==> src/rtl/ram_master.sv <==
// ram_master: CPU-side initiator for a level-sensitive asynchronous RAM port.
// Serves READ, WRITE and ADD (read-modify-write) requests one at a time.
module ram_master #(
  parameter int unsigned addr_bits     = 16,
  parameter int unsigned data_bits     = 8,
  parameter int unsigned settle_cycles = 1
) (
  input  logic                 clk,
  input  logic                 rst_n,
  input  logic                 req_valid,
  output logic                 req_ready,
  input  logic [1:0]           req_op,
  input  logic [addr_bits-1:0] req_address,
  input  logic [data_bits-1:0] req_wdata,
  output logic                 resp_valid,
  output logic [data_bits-1:0] resp_data,
  output logic                 ram_write_enable,
  output logic [addr_bits-1:0] ram_address,
  output logic [data_bits-1:0] ram_data_in,
  input  logic [data_bits-1:0] ram_data_out
);

  localparam int unsigned CW =
    (settle_cycles > 1) ? $clog2(settle_cycles) : 1;
  localparam logic [CW-1:0] CNT_LAST = CW'(settle_cycles - 1);

  localparam logic [1:0] OP_WRITE = 2'b01;
  localparam logic [1:0] OP_ADD   = 2'b10;

  typedef enum logic [2:0] {
    IDLE,
    RD_WAIT,
    WR_SETUP,
    WR_STROBE,
    DONE
  } state_e;

  state_e               state_q, state_d;
  logic [CW-1:0]        cnt_q, cnt_d;
  logic                 is_add_q, is_add_d;
  logic [data_bits-1:0] delta_q, delta_d;
  logic [addr_bits-1:0] addr_q, addr_d;
  logic [data_bits-1:0] din_q, din_d;
  logic                 we_q, we_d;
  logic                 rvalid_q, rvalid_d;
  logic [data_bits-1:0] rdata_q, rdata_d;

  // Ready only while idle and out of reset, so nothing is taken during reset.
  assign req_ready        = rst_n && (state_q == IDLE);
  assign resp_valid       = rvalid_q;
  assign resp_data        = rdata_q;
  assign ram_write_enable = we_q;
  assign ram_address      = addr_q;
  assign ram_data_in      = din_q;

  // Next-state and registered-output logic of the RAM sequencer.
  always_comb begin
    state_d  = state_q;
    cnt_d    = cnt_q;
    is_add_d = is_add_q;
    delta_d  = delta_q;
    addr_d   = addr_q;
    din_d    = din_q;
    we_d     = we_q;
    rvalid_d = 1'b0;
    rdata_d  = rdata_q;
    unique case (state_q)
      IDLE: begin
        if (req_valid) begin
          addr_d   = req_address;
          cnt_d    = '0;
          is_add_d = (req_op == OP_ADD);
          delta_d  = req_wdata;
          if (req_op == OP_WRITE) begin
            din_d   = req_wdata;
            state_d = WR_SETUP;
          end else begin
            state_d = RD_WAIT;
          end
        end
      end
      RD_WAIT: begin
        if (cnt_q == CNT_LAST) begin
          if (is_add_q) begin
            din_d   = ram_data_out + delta_q;
            state_d = WR_SETUP;
          end else begin
            rdata_d  = ram_data_out;
            rvalid_d = 1'b1;
            state_d  = DONE;
          end
        end else begin
          cnt_d = cnt_q + 1'b1;
        end
      end
      WR_SETUP: begin
        we_d    = 1'b1;
        cnt_d   = '0;
        state_d = WR_STROBE;
      end
      WR_STROBE: begin
        if (cnt_q == CNT_LAST) begin
          we_d     = 1'b0;
          rdata_d  = din_q;
          rvalid_d = 1'b1;
          state_d  = DONE;
        end else begin
          cnt_d = cnt_q + 1'b1;
        end
      end
      DONE: begin
        state_d = IDLE;
      end
      default: begin
        state_d = IDLE;
        we_d    = 1'b0;
      end
    endcase
  end

  // State and output registers; reset aborts any transaction at once.
  always_ff @(posedge clk or negedge rst_n) begin
    if (!rst_n) begin
      state_q  <= IDLE;
      cnt_q    <= '0;
      is_add_q <= 1'b0;
      delta_q  <= '0;
      addr_q   <= '0;
      din_q    <= '0;
      we_q     <= 1'b0;
      rvalid_q <= 1'b0;
      rdata_q  <= '0;
    end else begin
      state_q  <= state_d;
      cnt_q    <= cnt_d;
      is_add_q <= is_add_d;
      delta_q  <= delta_d;
      addr_q   <= addr_d;
      din_q    <= din_d;
      we_q     <= we_d;
      rvalid_q <= rvalid_d;
      rdata_q  <= rdata_d;
    end
  end

endmodule

==> config.mk <==
export PLATFORM = sky130hd
export DESIGN_NAME = ram_master
export DESIGN_NICKNAME = d
export VERILOG_FILES = /design/src/rtl/ram_master.sv
export SDC_FILE = /design/constraint.sdc
export NUM_CORES = 1
export LEC_CHECK = 0
export ABC_AREA = 1
export CAP_MARGIN = 40
export CORE_MARGIN = 4
export CORE_UTILIZATION = 40
export DETAILED_ROUTE_END_ITERATION = 8
export PLACE_DENSITY = 0.75
export SETUP_SLACK_MARGIN = 0.05
export SLEW_MARGIN = 20
export SYNTH_ARGS = -nofsm -noshare
export SYNTH_HDL_FRONTEND = slang
export SYNTH_SLANG_ARGS = --single-unit
==> constraint.sdc <==
create_clock -name clk -period 3.9 [get_ports clk]
set_input_delay 0.78 -clock clk [delete_from_list [all_inputs] [get_ports clk]]
set_output_delay 0.78 -clock clk [all_outputs]
set_load 0.1 [all_outputs]
==> results of run 1 <==
==> logic make-up (layout without fill, tap and decap cells) <==
family	count (synthesis)	after routing	synth area share
xor+xnor	2	2	0.00734
buf+inv	30	136	0.0702
compound gates	25	25	0.0634
simple gates	111	111	0.223
mux	23	23	0.108
flops	46	46	0.482
fa+ha+maj	8	8	0.0451
==> final cells by class <==
| class | count | area, um^2 | area share |
|---|---|---|---|
| clock buffers | 7 | 86.3 | 0.0233 |
| clock inverters | 1 | 5.00 | 0.00135 |
| inverters | 22 | 90.1 | 0.0243 |
| multi-input cells | 169 | 1070 | 0.288 |
| flip-flops and latches | 46 | 1150 | 0.310 |
| well taps | 72 | 90.1 | 0.0243 |
| repair buffers | 106 | 1220 | 0.329 |
==> Yosys cell counts, types with 5 or more instances <==
master	n
inv_1	18
nand4_1	5
nand2_1	55
ha_1	7
buf_6	6
dfrtp_1	46
a21oi_1	7
nor2_1	22
mux2_2	20
a31oi_1	6
nand3_1	11
o21ai_0	9
==> worst max-delay path, cell delays in order <==
cell and delay (ps):
clkdlybuf4s50_1 500, ha_1 200, inv_1 60, fa_1 390, inv_1 70, nand2_1 40
nand2_1 70, nand2_1 60, or2_2 270, nand3_1 70, nand2_1 50, nand2_1 50
==> worst max-delay path by stage <==
stage / cells after the start / start / slack [ps] / end
after global placement: 12 / ram_data_out[0] / 1300 / ram_data_in[4]
after floorplan: 2 / rst_n / 1060 / req_ready
after global routing: 12 / ram_data_out[0] / 1430 / ram_data_in[4]
final: 12 / ram_data_out[0] / 1530 / ram_data_in[4]
after detailed placement: 12 / ram_data_out[0] / 1240 / ram_data_in[4]
after CTS: 12 / ram_data_out[0] / 1550 / ram_data_in[4]
==> state kept, by name, summed over array words and instances (netlist names) <==
name,count
delta_q,8
state_q,3
ram_data_in,8
is_add_q,1
resp_data,8
ram_write_enable,1
ram_address,16
resp_valid,1
==> routing by layer <==
layer,GRT usage,vias up,routed length (um),part of all wire
li1,-,1018,-,-
met1,0.208,962,2330,0.41
met2,0.287,40,3050,0.54
met3,0.0320,2,257,0.045
met4,0.0388,0,44,0.0077
met5,0,-,0,0
==> stage by stage <==
stage | hold WS (ps) | util | setup WS, ps | cell area (um^2)
2_1_floorplan | 462 | - | 1060 | 2390
3_3_place_gp | 475 | 0.551 | 1300 | 3110
3_5_place_dp | 485 | 0.642 | 1240 | 3620
4_1_cts | 503 | 0.658 | 1550 | 3710
5_1_grt | 527 | 0.658 | 1430 | 3710
6_report | 497 | 0.658 | 1530 | 3710
==> metrics.csv, run 1 <==
metric,value,unit
largest net degree at the start of global routing,47,
via count,2022,
number of diodes,0,
final hold violation count,0,
most frequent cells in the layout,"69 x clkdlybuf4s50_1, 55 x nand2_1, 46 x dfrtp_1",
share of the synthesized area in the top cell type,0.482,
drt drc,0,
antenna-violating nets left,0,
Final period util,0.608,
Fin Clk Skew,3.14,ps
antenna violations before repair,0,
TritonCTS clock tree,built,
clock net sink count,46,
Starting Density,0.423,
TNS Setup,0,ps
clk root buf,clkbuf_8,
Worst-path clk slew,80,ps
routed len/inst,13.4,um
nets,395,
Total Routing Usage GR,0.164,
CTS resizes,0,
routed wire length,5.68,mm
Synth Instances,245,
minimum clock period,2370,ps
Final setup viols,0,
final slew viol count,0,
I/O Pins,72,
asr flop ratio synth,1.00,
worst-skew pair later-pin latency,290,ps
post-synthesis sequential element count,46,
vias in the first global route,2014,
synthesized area,2390,um^2
placed cell count,415,
max_slew headroom,0.588,
synth-to-layout area growth,55.5,%
worst flop-to-flop path endpoint,ram_data_in[2],
routability cong.,0.882,
register area share after synthesis,0.482,
Synth area leaders,"dfrtp_1 48%, mux2_2 9.4%, nand2_1 8.6%",
grt ovf,0,
RSZ-0062 raised after global routing,no,
Synth warnings,0,
worst hold path type,flip-flop to flip-flop,
r2r startpoint,state_q[1],
die area,7270,um^2
CP Class,primary input to flip-flop,
die height,85.3,um
clock tree buffer depth,2,
Post-synth EDFFs,0,
"commonest non-fill, non-tap cell in the layout",clkdlybuf4s50_1,
first-pass GRT wire length,9.52,mm
post-synth top area cell,dfrtp_1,
CP Launch Type,primary input,
Pre-Repair DR Iteration Count,4,
core area,5640,um^2
# hold bufs at CTS,0,
fillcell total,427,
worst reg2reg path depth,6,
FP Rows,27,
"Primary FF master, synth",dfrtp_1,
max_cap viols,0,
number of CTS-inserted buffers,5,
Synth Net Count,290,
FF-to-FF setup slack,2090,ps
share of cells above drive strength 1,0.242,
drt via density,4.78,
Worst Tran Pin Value,619,ps
"Max FO, Critical Path",2,
"non-filler cells, final",423,
setup bufs post-CTS,0,
highest clock rate,422,MHz
hold path cells,1,
Die Span X,85.3,um
status,"complete, no violations",
hpwl dp,4.54,mm
worst path required time,4130,ps
H-tree levels,2,
DR iter-0 viols,93,
Worst Path Arrival,2600,ps
Mean Syn Cell Area,9.74,um^2
I/O Buffers,71,
Cell variety after synth,31,
WHS Endpoint,delta_q[2],
Worst Setup End Kind,flip-flop,
min-delay src,delta_q[2],
Power of run 1 is not shown: default switching activity piles up to over one toggle a cycle in this logic, so the estimate is an artifact.
==> run 2, diff against run 1 <==
==> constraint.sdc (replaced) <==
create_clock -name clk -period 2.3 [get_ports clk]
set_input_delay 0.46 -clock clk [delete_from_list [all_inputs] [get_ports clk]]
set_output_delay 0.46 -clock clk [all_outputs]
set_load 0.1 [all_outputs]
==> run 2 against run 1 <==
  * Worst setup slack worse by 1300 ps
  * Via count is 8.2% lower
  * Design area is 15% lower
  * Highest routed layer unchanged
  * Critical path depth stayed put
  * Flip-flop and latch count stayed put
  * Non-clock buffer count is 32 lower
  * Register-to-register slack worse by 1500 ps
  * Die area stayed put
==> metrics.csv, run 2 (synthesis results as in run 1) <==
metric,value,unit
synth-to-layout area growth,31.8,%
M2 GR Usage,0.256,
Final setup viols,0,
via count,1857,
clock net sink count,46,
Final period util,0.893,
largest net degree at the start of global routing,47,
grt ovf,0,
Pre-Repair DR Iteration Count,4,
FF-to-FF setup slack,560,ps
"most used cell, CP",nand2_1,
RSZ-0062 raised after global routing,no,
Fin Hold WS,273,ps
critical path cell sequence,"clkdlybuf4s50_1, ha_1, inv_1, fa_1, inv_1, nand2_1, nand2_1, nand2_1, or2_2, nand3_1, nand2_1, nand2_1",
most frequent cells in the layout,"55 x nand2_1, 46 x dfrtp_1, 37 x buf_4",
clock tree buffer depth,2,
Die Span X,85.3,um
FP Rows,27,
Starting Density,0.423,
Worst-path clk slew,80,ps
final slew viol count,0,
Total Routing Usage GR,0.153,
die height,85.3,um
final hold violation count,0,
Fin Clk Skew,4.58,ps
clk root buf,clkbuf_8,
DR iter-0 viols,115,
gr busiest metal,met2,
worst hold path type,primary input to async pin,
die area,7270,um^2
worst path required time,2530,ps
fin util,0.558,
GRT met1 Usage,0.199,
drt via density,4.75,
worst reg2reg path depth,11,
routability cong.,0.874,
setup bufs post-CTS,0,
CP Class,primary input to flip-flop,
nets,363,
CP Launch Type,primary input,
H-tree levels,2,
routed len/inst,13.6,um
vias in the first global route,1853,
first-pass GRT wire length,8.91,mm
met3 GRT Util,0.0282,
Crit-path slowest cell,clkdlybuf4s50_1,
TNS Setup,0,ps
hpwl dp,4.12,mm
number of CTS-inserted buffers,5,
max_cap viols,0,
fillcell total,513,
"commonest non-fill, non-tap cell in the layout",nand2_1,
Worst Setup End Kind,flip-flop,
worst-skew pair later-pin latency,290,ps
TritonCTS clock tree,built,
"Max FO, Critical Path",2,
crit-path max cell delay,490,ps
antenna violations before repair,0,
share of cells above drive strength 1,0.276,
max_slew headroom,0.617,
Multi-input gate area,1070,um^2
CTS resizes,0,
placed cell area,3060,um^2
register area,1150,um^2
number of diodes,0,
I/O Pins,72,
I/O Buffers,71,
highest clock rate,487,MHz
antenna-violating nets left,0,
status,"complete, no violations",
# hold bufs at CTS,0,
number of flip-flops under the largest register name,16,
Worst Path Arrival,2290,ps
Worst Tran Pin Value,574,ps
routed wire length,5.30,mm
minimum clock period,2050,ps
drt drc,0,
core area,5640,um^2
cell area after layout,3150,um^2
run 2: cell count changes in the layout (fill, tap and decap cells not counted):
cell / previous run / this run
buf_12: 0 / 1
nor2_2: 4 / 5
nor2_1: 22 / 21
buf_4: 2 / 37
clkdlybuf4s50_1: 69 / 35
buf_8: 34 / 0
run 2: per-stage QoR:
stage          std cells  setup slack [ps]
6_report             391               247
3_3_place_gp         383              23.4
3_5_place_dp         383             -20.1
4_1_cts              391               264
5_1_grt              391               103
2_1_floorplan        245               343
run 2: layout make-up:
class                           instances  share of cell area
Sequential cell                        46               0.366
Multi-Input combinational cell        169               0.340
Timing Repair Buffer                   74               0.208
Inverter                               22              0.0286
Tap cell                               72              0.0286
Clock buffer                            7              0.0274
Clock inverter                          1             0.00159
run 2: worst paths after layout:
check | from | end
min | rst_n | delta_q[1]
max in group asynchronous | rst_n | ram_data_in[4]
max reg2reg | delta_q[0] | ram_data_in[4]
min in group clk | delta_q[3] | delta_q[3]
max | ram_data_out[0] | ram_data_in[4]
min reg2reg | delta_q[3] | delta_q[3]
run 2: metal layers:
layer | part of all wire | vias to the layer above | wire length, um
met5 | 0 | - | 0
met4 | 0.010 | 0 | 54
met3 | 0.027 | 4 | 142
met2 | 0.51 | 25 | 2710
met1 | 0.45 | 875 | 2390
li1 | - | 953 | -
run 2: critical path, delay by kind of cell:
family	cells	cell delay [ps]
simple gates	7	630
buf+inv	3	620
fa+ha+maj	2	590
Power of run 2 is left out for the same reason.
